### src/rtl/mips_lsu_pkg.sv
// Shared definitions for the MIPS load/store unit: access-size codes,
// FSM state encoding and the lane-offset width.
package mips_lsu_pkg;

  // Access size codes as presented on req_size
  localparam logic [1:0] SZ_BYTE = 2'b00;
  localparam logic [1:0] SZ_HALF = 2'b01;
  localparam logic [1:0] SZ_WORD = 2'b10;
  localparam logic [1:0] SZ_ILL  = 2'b11;

  // Byte-lane offset inside a 32-bit word
  localparam int OFS_W = 2;

  typedef enum logic [2:0] {
    ST_IDLE     = 3'd0,
    ST_LD_WAIT  = 3'd1,
    ST_RMW_WAIT = 3'd2,
    ST_RMW_WR   = 3'd3,
    ST_RESP     = 3'd4
  } lsu_state_e;

  // Word address of a byte address
  function automatic logic [31:0] word_align(input logic [31:0] a);
    return {a[31:2], 2'b00};
  endfunction

endpackage

### src/rtl/mips_lsu_lane_unit.sv
// Combinational byte-lane logic for the load/store unit.
// Store side: merges a byte/half into an old word at the given lane, or
// replicates it across all lanes (used for IO writes without read-back).
// Load side: picks the addressed lane and sign- or zero-extends it.
module mips_lsu_lane_unit
  import mips_lsu_pkg::*;
(
  input  logic [31:0]      i_old_word,
  input  logic [31:0]      i_st_data,
  input  logic [1:0]       i_st_size,
  input  logic [OFS_W-1:0] i_st_ofs,
  input  logic             i_st_replicate,
  output logic [31:0]      o_st_word,
  input  logic [31:0]      i_ld_word,
  input  logic [1:0]       i_ld_size,
  input  logic [OFS_W-1:0] i_ld_ofs,
  input  logic             i_ld_signed,
  output logic [31:0]      o_ld_data
);

  logic [7:0]  w_st_byte;
  logic [15:0] w_st_half;
  logic [7:0]  w_ld_byte;
  logic [15:0] w_ld_half;

  assign w_st_byte = i_st_data[7:0];
  assign w_st_half = i_st_data[15:0];
  assign w_ld_byte = i_ld_word[{i_ld_ofs, 3'b000} +: 8];
  assign w_ld_half = i_ld_word[{i_ld_ofs[1], 4'b0000} +: 16];

  // Store word build: merge into old word or replicate across lanes
  always_comb begin
    o_st_word = i_st_data;
    case (i_st_size)
      SZ_BYTE: begin
        if (i_st_replicate) begin
          o_st_word = {4{w_st_byte}};
        end else begin
          o_st_word = i_old_word;
          o_st_word[{i_st_ofs, 3'b000} +: 8] = w_st_byte;
        end
      end
      SZ_HALF: begin
        if (i_st_replicate) begin
          o_st_word = {2{w_st_half}};
        end else if (i_st_ofs[1]) begin
          o_st_word = {w_st_half, i_old_word[15:0]};
        end else begin
          o_st_word = {i_old_word[31:16], w_st_half};
        end
      end
      default: o_st_word = i_st_data;
    endcase
  end

  // Load extract: select lane and extend to 32 bits
  always_comb begin
    o_ld_data = i_ld_word;
    case (i_ld_size)
      SZ_BYTE: o_ld_data = {{24{i_ld_signed & w_ld_byte[7]}}, w_ld_byte};
      SZ_HALF: o_ld_data = {{16{i_ld_signed & w_ld_half[15]}}, w_ld_half};
      default: o_ld_data = i_ld_word;
    endcase
  end

endmodule

### src/rtl/mips_lsu.sv
// MIPS load/store unit: bridges the MEM stage to a word-wide memory with
// one cycle of synchronous read latency. Sub-word RAM stores use
// read-modify-write; sub-word IO stores replicate data across lanes.
// Build option: LSU_MISALIGN_TRAP_EN reports misaligned half/word accesses
// through resp_err; without it the low address bits are forced to alignment.
//
// Handshake: a request is accepted on a rising edge where i_req_valid and
// o_req_ready are both high; o_req_ready is high only in IDLE and requests
// presented while busy are ignored, not queued. o_resp_valid is a single
// cycle pulse per accepted request, with o_resp_err qualified by it.
module mips_lsu
  import mips_lsu_pkg::*;
#(
  parameter int          IO_BIT      = 31,
  parameter logic [31:0] RESET_RDATA = 32'h0
) (
  input  logic        i_clk,
  input  logic        i_rst_n,
  input  logic        i_req_valid,
  output logic        o_req_ready,
  input  logic        i_req_we,
  input  logic [1:0]  i_req_size,
  input  logic        i_req_signed,
  input  logic [31:0] i_req_addr,
  input  logic [31:0] i_req_wdata,
  output logic        o_resp_valid,
  output logic [31:0] o_resp_rdata,
  output logic        o_resp_err,
  output logic        o_mem_we,
  output logic [31:0] o_mem_addr,
  output logic [31:0] o_mem_wdata,
  input  logic [31:0] i_mem_rdata,
  output lsu_state_e  o_dbg_state
);

  lsu_state_e       r_state;
  lsu_state_e       w_state_nxt;

  logic             r_mem_we;
  logic [31:0]      r_mem_addr;
  logic [31:0]      r_mem_wdata;
  logic             r_resp_valid;
  logic             r_resp_err;
  logic [31:0]      r_resp_rdata;
  logic             r_ld_resp;
  logic [1:0]       r_size;
  logic [OFS_W-1:0] r_ofs;
  logic             r_signed;
  logic [31:0]      r_wdata;
  logic             r_err;

  logic             w_accept;
  logic             w_misalign;
  logic             w_bad;
  logic             w_io;
  logic             w_direct_store;
  logic [31:0]      w_addr_eff;
  logic             w_idle;
  logic [1:0]       w_st_size;
  logic [OFS_W-1:0] w_st_ofs;
  logic [31:0]      w_st_data;
  logic [31:0]      w_st_word;
  logic [31:0]      w_ld_data;

  assign w_idle         = (r_state == ST_IDLE);
  assign o_req_ready    = w_idle;
  assign w_accept       = i_req_valid & w_idle;
  assign w_bad          = w_misalign | (i_req_size == SZ_ILL);
  assign w_io           = i_req_addr[IO_BIT];
  assign w_direct_store = i_req_we & ((i_req_size == SZ_WORD) | w_io);

  // Alignment handling: trap on misalignment, or force the low bits clear
  always_comb begin
    w_addr_eff = i_req_addr;
    w_misalign = 1'b0;
`ifdef LSU_MISALIGN_TRAP_EN
    if (i_req_size == SZ_HALF)      w_misalign = i_req_addr[0];
    else if (i_req_size == SZ_WORD) w_misalign = |i_req_addr[1:0];
`else
    if (i_req_size == SZ_HALF)      w_addr_eff[0]   = 1'b0;
    else if (i_req_size == SZ_WORD) w_addr_eff[1:0] = 2'b00;
`endif
  end

  // In IDLE the lane unit builds direct (word / IO replicated) store data
  // from the live request; afterwards it merges latched data into mem_rdata.
  assign w_st_size = w_idle ? i_req_size : r_size;
  assign w_st_ofs  = w_idle ? w_addr_eff[OFS_W-1:0] : r_ofs;
  assign w_st_data = w_idle ? i_req_wdata : r_wdata;

  mips_lsu_lane_unit u_lane (
    .i_old_word     (i_mem_rdata),
    .i_st_data      (w_st_data),
    .i_st_size      (w_st_size),
    .i_st_ofs       (w_st_ofs),
    .i_st_replicate (w_idle),
    .o_st_word      (w_st_word),
    .i_ld_word      (i_mem_rdata),
    .i_ld_size      (r_size),
    .i_ld_ofs       (r_ofs),
    .i_ld_signed    (r_signed),
    .o_ld_data      (w_ld_data)
  );

  // FSM state register
  always_ff @(posedge i_clk) begin
    if (!i_rst_n) r_state <= ST_IDLE;
    else          r_state <= w_state_nxt;
  end

  // FSM next-state logic
  always_comb begin
    w_state_nxt = r_state;
    case (r_state)
      ST_IDLE: begin
        if (w_accept) begin
          if (w_bad)               w_state_nxt = ST_RESP;
          else if (!i_req_we)      w_state_nxt = ST_LD_WAIT;
          else if (w_direct_store) w_state_nxt = ST_RESP;
          else                     w_state_nxt = ST_RMW_WAIT;
        end
      end
      ST_LD_WAIT:  w_state_nxt = ST_IDLE;
      ST_RMW_WAIT: w_state_nxt = ST_RMW_WR;
      ST_RMW_WR:   w_state_nxt = ST_RESP;
      ST_RESP:     w_state_nxt = ST_IDLE;
      default:     w_state_nxt = ST_IDLE;
    endcase
  end

  // Datapath: request latch, registered memory port and response
  always_ff @(posedge i_clk) begin
    if (!i_rst_n) begin
      r_mem_we     <= 1'b0;
      r_mem_addr   <= 32'h0;
      r_mem_wdata  <= 32'h0;
      r_resp_valid <= 1'b0;
      r_resp_err   <= 1'b0;
      r_resp_rdata <= RESET_RDATA;
      r_ld_resp    <= 1'b0;
      r_size       <= SZ_BYTE;
      r_ofs        <= '0;
      r_signed     <= 1'b0;
      r_wdata      <= 32'h0;
      r_err        <= 1'b0;
    end else begin
      r_mem_we     <= 1'b0;
      r_resp_valid <= 1'b0;
      r_resp_err   <= 1'b0;
      r_ld_resp    <= 1'b0;
      // the load result is presented live in its response cycle, then held
      if (r_ld_resp) r_resp_rdata <= w_ld_data;
      case (r_state)
        ST_IDLE: begin
          if (w_accept) begin
            r_size   <= i_req_size;
            r_ofs    <= w_addr_eff[OFS_W-1:0];
            r_signed <= i_req_signed;
            r_wdata  <= i_req_wdata;
            r_err    <= w_bad;
            if (w_bad) begin
              r_resp_valid <= 1'b1;
              r_resp_err   <= 1'b1;
            end else begin
              r_mem_addr <= word_align(w_addr_eff);
              if (w_direct_store) begin
                r_mem_we    <= 1'b1;
                r_mem_wdata <= w_st_word;
              end
            end
          end
        end
        ST_LD_WAIT: begin
          r_resp_valid <= 1'b1;
          r_ld_resp    <= 1'b1;
        end
        ST_RMW_WR: begin
          r_mem_we    <= 1'b1;
          r_mem_wdata <= w_st_word;
        end
        ST_RESP: begin
          // error responses were already pulsed at accept
          if (!r_err) r_resp_valid <= 1'b1;
        end
        default: ;
      endcase
    end
  end

  assign o_mem_we     = r_mem_we;
  assign o_mem_addr   = r_mem_addr;
  assign o_mem_wdata  = r_mem_wdata;
  assign o_resp_valid = r_resp_valid;
  assign o_resp_err   = r_resp_err;
  assign o_resp_rdata = r_ld_resp ? w_ld_data : r_resp_rdata;
  assign o_dbg_state  = r_state;

endmodule

### config.mk
export PLATFORM = sky130hd
export DESIGN_NAME = mips_lsu
export DESIGN_NICKNAME = d
export VERILOG_FILES = /design/src/rtl/mips_lsu_pkg.sv /design/src/rtl/mips_lsu_lane_unit.sv /design/src/rtl/mips_lsu.sv
export SDC_FILE = /design/constraint.sdc
export NUM_CORES = 1
export LEC_CHECK = 0
export ABC_AREA = 1
export CAP_MARGIN = 20
export CORE_MARGIN = 1.5
export CORE_UTILIZATION = 35
export CTS_CLUSTER_DIAMETER = 200
export DETAILED_ROUTE_END_ITERATION = 10
export SYNTH_ARGS = -nofsm -noshare
export SYNTH_HDL_FRONTEND = slang
export SYNTH_SLANG_ARGS = --single-unit
### constraint.sdc
create_clock -name i_clk -period 6.75 [get_ports i_clk]
set_input_delay 0.675 -clock i_clk [delete_from_list [all_inputs] [get_ports i_clk]]
set_output_delay 0.675 -clock i_clk [all_outputs]
set_load 0.01 [all_outputs]
# --- Word level (Yosys, flattened, before mapping) ---
# Index checks and enable logic that the tools add are counted.
word_totals:
  ff_bits: 139
  in_bits: 103
  out_inout_bits: 103
classes:
  add_sub_neg: 1
  n_eq_ne: 12
  shift: 4
  n_mux: 31
  n_bitwise: 6
  n_reduce_logical: 8
op_table:
  columns: ["op", "n"]
  rows:
  - ["2-to-1 mux 32 bit", 8]
  - ["one-hot mux 32 bit (2 select lines)", 3]
  - ["bitwise mux 32 bit", 1]
  - ["variable shift 8 x 7 -> 32 bit (first input constant)", 1]
  - ["indexed part select 32 x 6 -> 16 bit", 1]
  - ["indexed part select 32 x 6 -> 8 bit", 1]
  - ["indexed part select 8 x 7 -> 32 bit", 1]
  - ["2-to-1 mux 3 bit", 4]
  - ["2-to-1 mux 1 bit", 9]
  - ["one-hot mux 3 bit (3 select lines)", 1]
  - ["negator 5 -> 7 bit", 1]
  - ["equality test 2 x 1 -> 1 bit (second input constant)", 3]
  - ["equality test 3 x 2 -> 1 bit (second input constant)", 2]
  - ["2-to-1 mux 2 bit", 3]
  - ["!= test 2 bit (second input constant)", 3]
  - ["bitwise AND 1 bit", 4]
  - ["equality test 2 bit (second input constant)", 2]
  - ["logical NOT 2 bit", 2]
  - ["AND reduction 2 bit", 2]
  - ["AND reduction 4 bit", 1]
  - ["equality test 3 x 1 -> 1 bit (second input constant)", 1]
  - ["equality test 3 bit (second input constant)", 1]
  - ["logical NOT 3 bit", 1]
  - ["one-hot mux 1 bit (3 select lines)", 1]
  - ["other kinds (5)", 5]

# --- Longest topological paths before layout ---
logic_depth:
  ltp_word: 13
  depth_mapped: 15

# --- Cells and area by module ---
# A second synthesis with hierarchy kept.
hier_totals:
  hier_cells: 1269
  hier_area_um2: 7811.2
by_module_without_submodules:
  columns: ["mod", "n_inst", "cells_per_inst", "area_per_inst_um2", "seq_area_each_um2"]
  rows:
  - ["mips_lsu", 1, 804, 5650.4, 2782.7]
  - ["mips_lsu_lane_unit", 1, 465, 2160.8, 0.0]

# --- Worst setup path before layout ---
# Ideal clock, no wire load.
synth_timing:
  kind: "input-to-reg"
  startpoint: "input port i_req_size[1]"
  endpoint: "register r_mem_wdata[16] (netlist: o_mem_wdata[16])"
  arrival_time_ps: 2288
  required_time_ps: 6680
  slack_ps: 4392
  path_stages: 14
  n_path_buf: 2
  path_cell_list: "inv_1 > nand2_1 > nand3_1 > nand2_1 > nand2_2 > buf_6 > ha_1 > clkbuf_1 > inv_1 > nor2_1 > nand2_1 > o21ai_0 > nand2_1 > a21oi_1"
synth_between:
  elab_chain_len: 13
synth_rtl:
  columns: ["element", "line", "rtl"]
  rows:
  - ["start: declaration", "mips_lsu.sv:22", "input logic [1:0] i_req_size,"]
  - ["equality test 2 bit", "mips_lsu.sv:70, mips_lsu.sv:81", null]
  - ["2-to-1 mux 2 bit", "mips_lsu.sv:81", "else if (i_req_size == SZ_WORD) w_addr_eff[1:0] = 2'b00;"]
  - ["2-to-1 mux 1 bit", "mips_lsu.sv:80", "if (i_req_size == SZ_HALF) w_addr_eff[0] = 1'b0;"]
  - ["2-to-1 mux 2 bit", "mips_lsu.sv:88", "assign w_st_ofs = w_idle ? w_addr_eff[OFS_W-1:0] : r_ofs;"]
  - ["negator 5 -> 7 bit", "mips_lsu_lane_unit.sv:40", "o_st_word[{i_st_ofs, 3'b000} +: 8] = w_st_byte;"]
  - ["indexed part select 8 x 7 -> 32 bit or variable shift 8 x 7 -> 32 bit (tied branches)", "mips_lsu_lane_unit.sv:40", null]
  - ["bitwise mux 32 bit", "mips_lsu_lane_unit.sv:40", null]
  - ["2-to-1 mux 32 bit", "mips_lsu_lane_unit.sv:36", "if (i_st_replicate) begin"]
  - ["one-hot mux 32 bit (2 select lines)", "mips_lsu_lane_unit.sv:34", "case (i_st_size)"]
  - ["2-to-1 mux 32 bit", "mips_lsu.sv:166", "if (w_direct_store) begin"]
  - ["2-to-1 mux 32 bit", "mips_lsu.sv:161", "if (w_bad) begin"]
  - ["2-to-1 mux 32 bit", "mips_lsu.sv:155", "if (w_accept) begin"]
  - ["one-hot mux 32 bit (2 select lines)", "mips_lsu.sv:153", "case (r_state)"]
  - ["end signal: assignment", "mips_lsu.sv:168", "r_mem_wdata <= w_st_word;"]
  - ["end signal: assignment", "mips_lsu.sv:179", "r_mem_wdata <= w_st_word;"]
  - ["end: declaration", "mips_lsu.sv:41", "logic [31:0] r_mem_wdata;"]
# Several ways; a longest one is shown, not always the timed one. The select of a mux whose other input is x is not followed.
# A chain may end at the register's enable or synchronous reset.

# --- Worst setup path after layout ---
layout_timing:
  startpoint: "register r_ofs[1]"
  endpoint: "output port o_resp_rdata[16]"
layout_between:
  elab_chain_len: 4
layout_rtl:
  columns: ["element", "line", "rtl"]
  rows:
  - ["start: declaration", "mips_lsu.sv:47", "logic [OFS_W-1:0] r_ofs;"]
  - ["start signal: assignment", "mips_lsu.sv:157", "r_ofs <= w_addr_eff[OFS_W-1:0];"]
  - ["indexed part select 32 x 6 -> 16 bit or indexed part select 32 x 6 -> 8 bit (tied branches)", "mips_lsu_lane_unit.sv:29, mips_lsu_lane_unit.sv:28", null]
  - ["bitwise AND 1 bit, on equally long branches", "mips_lsu_lane_unit.sv:61, mips_lsu_lane_unit.sv:60", null]
  - ["one-hot mux 32 bit (2 select lines) *", "mips_lsu_lane_unit.sv:59", "case (i_ld_size)"]
  - ["2-to-1 mux 32 bit *", null, null]
  - ["end: declaration", "mips_lsu.sv:27", "output logic [31:0] o_resp_rdata,"]
# Mark *: on every way between the ends. The rest lies on a longest branch, timed or not.

==> results.py <==
metrics = {
    "status": {
        "status": "completed",
    },
    "grt": {
        "grt_max_degree": 71,
        "grtUsageTotal_pct": 24.1,
        "antenna_found_initial": 0,
        "grt_pass1_wl_um": 44700,
        "first_global_vias": 8027,
        "grt_overflow": 0,
    },
    "worst_setup_path": {
        "cp-start-kind": "register",
        "critPathMaxStageDelay_ns": 1.07,
        "cp_max_fo": 32,
        "required_ns": 6.07,
        "end_kind": "primary output",
        "critPathSlowestCell": "dfxtp_1",
        "timing.critical_path.from": "r_ofs[1]",
        "cp.arrival_ns": 3.38,
        "worstSetupPathType": "reg -> out",
        "path_cells": "o21ai_0, nand3_1, nand2_1, nand2_2, o21a_2, a21oi_1, clkdlybuf4s50_1",
        "r2r-start": "r_ofs[1]",
    },
    "detailed_routing": {
        "vias_per_cell": 5.18,
        "wire_per_inst_um": 17.1,
        "route.vias.total": 8569,
        "drt_wl_total_um": 28200,
        "ant_nets": 0,
        "drcViolationCount": 0,
        "drtIter0Drc": 800,
        "first_pass_iters": 6,
    },
    "cts": {
        "htree_levels": 4,
        "root_buffer": "clkbuf_16",
        "clock_path_buffers": 2,
        "cts_setup_buffers": 0,
        "cts_tree": "yes",
        "path_clk_slew_ns": 0.06,
        "cts_buffers": 17,
        "numClockSinks": 139,
        "cts-resized-gates": 0,
        "hold_buffers": 0,
        "clk_latency_ns": 0.43,
    },
    "place": {
        "place_congestion": 0.923,
        "port_buffers": 203,
        "place_hpwl_um": 20000,
        "placed_area_mm2": 0.00985,
    },
    "die": {
        "initial_core_util_pct": 35.8,
        "boundaryPins": 206,
        "row_count": 54,
        "die-area_mm2": 0.0232,
        "chipHeight_um": 152,
        "core_area_mm2": 0.0218,
        "die_w_um": 152,
    },
    "sta": {
        "post-route-period-util_pct": 60.1,
        "finalCriticalPeriod_ns": 4.06,
        "tightest_slew_ns": 1.13,
        "setup_viol": 0,
        "fmax_mhz": 246,
        "final.setup.tns_ns": 0,
        "rsz0062_at_grt": "false",
        "maxSlewViolCount": 0,
        "fin_skew_ns": 0.00810,
        "hold_viol": 0,
        "slew_headroom_pct": 24.4,
        "finalHoldWorstSlack_ns": 0.455,
    },
    "logic_synthesis": {
        "synth_seq_area_share_pct": 35.7,
        "syn_avg_cell_area_um2": 6.48,
        "syn_area_mm2": 0.00780,
        "ys_ff_latch": 139,
        "async_reset_ff_share_pct": 0,
        "synth.distinct_cells": 40,
        "synth_area_leaders": "dfxtp_1 36%, nand2_1 14%, a21oi_1 8.9%",
        "yosysTopAreaCell": "dfxtp_1",
        "synth-edff-count": 0,
        "yosys_most_used_dff": "dfxtp_1",
        "ys.warnings.count": 0,
        "synth_top_area_share_pct": 35.7,
        "syn_inst": 1205,
    },
    "min_path": {
        "hp-start": "r_wdata[31]",
        "hp-class": "reg -> reg",
    },
    "finish": {
        "fin_nets": 1470,
        "antenna_cells": 0,
        "seq_area_mm2": 0.00278,
        "layout_commonest_cell": "nand2_1",
        "area_growth_pct": 33.6,
        "fin_util_pct": 47.8,
        "drive_above_1_share_pct": 6.26,
        "most-common-layout-cells": "297 x nand2_1, 202 x clkdlybuf4s50_1, 176 x nor2_1, 139 x a21oi_1, 139 x dfxtp_1",
        "final_area_mm2": 0.0104,
        "multi_input_area_mm2": 0.00427,
        "final.fill_count": 2275,
    },
    "pwr": {
        "p_total_mw": 2.60,
        "peakVddDrop_v": 0.000160,
        "p_per_area_mw_per_mm2": 250,
        "p_leak_nw": 4.41,
    },
    "job": {
        "drv_cap": 0,
    },
}
kinds of logic after synthesis:
family | share of synthesized area (%)
compound gates | 22.7
fa+ha+maj | 0.802
buf+inv | 9.62
flops | 35.7
other cells | 0.0481
simple gates | 31.2
Yosys cell counts, drive strengths merged, types with 3 or more instances:
cell / count
nor2: 189
a31oi: 3
ha: 5
nand4: 4
nor3: 7
a221oi: 7
buf: 37
clkbuf: 34
o221ai: 7
dfxtp: 139
inv: 97
o21ai: 112
nand2: 306
a21oi: 149
nand3: 48
or2: 5
a211oi: 10
o211ai: 20
and2: 17
flip-flops by register name, indices dropped and copies added, names as in the netlist, 2 cells and up:
signal        flops
r_ofs             2
r_size            2
o_mem_addr       30
o_mem_wdata      32
o_dbg_state       3
r_wdata          32
r_resp_rdata     32
worst max-delay path, delay by kind of cell (launching register included):
family,cells,cell delay (ns)
buf+inv,1,0.52
simple gates,3,0.39
compound gates,3,0.95
flops,1,1.07
per-stage QoR:
stage                     std cells  worst slack, ns
after CTS                      1654             2.77
after detailed placement       1623             2.42
after global placement         1623             2.53
final                          1654             2.69
after floorplan                1206             4.39
after global routing           1654             2.47
per-layer routing:
metal | up-vias | wire (um) | track usage (%)
met5 | - | 0 | 0
met4 | 0 | 962 | 9.94
met3 | 49 | 2310 | 5.57
met2 | 390 | 12000 | 35.9
met1 | 3888 | 12900 | 33.4
li1 | 4242 | - | -
power breakdown:
part / internal [mW] / switching, mW
registers: 0.882 / 0.0373
logic: 0.277 / 0.471
clock network: 0.544 / 0.392
total: 1.70 / 0.900
cell type report:
| type | instances | share of cell area (%) |
|---|---|---|
| Tap cell | 280 | 3.36 |
| Sequential cell | 139 | 26.7 |
| Inverter | 99 | 3.64 |
| Clock buffer | 18 | 4.12 |
| Clock inverter | 13 | 1.39 |
| Timing Repair Buffer | 208 | 19.8 |
| Multi-Input combinational cell | 897 | 41.0 |
final timing paths:
path / endpoint / slack, ns / cells past startpoint
hold reg to reg: r_wdata[31] / 0.46 / 2
setup reg to reg: o_mem_wdata[3] / 2.99 / 9
hold / removal: r_wdata[31] / 0.46 / 2
setup / recovery: o_resp_rdata[16] / 2.69 / 7
Power figures use the tool's default switching activity.
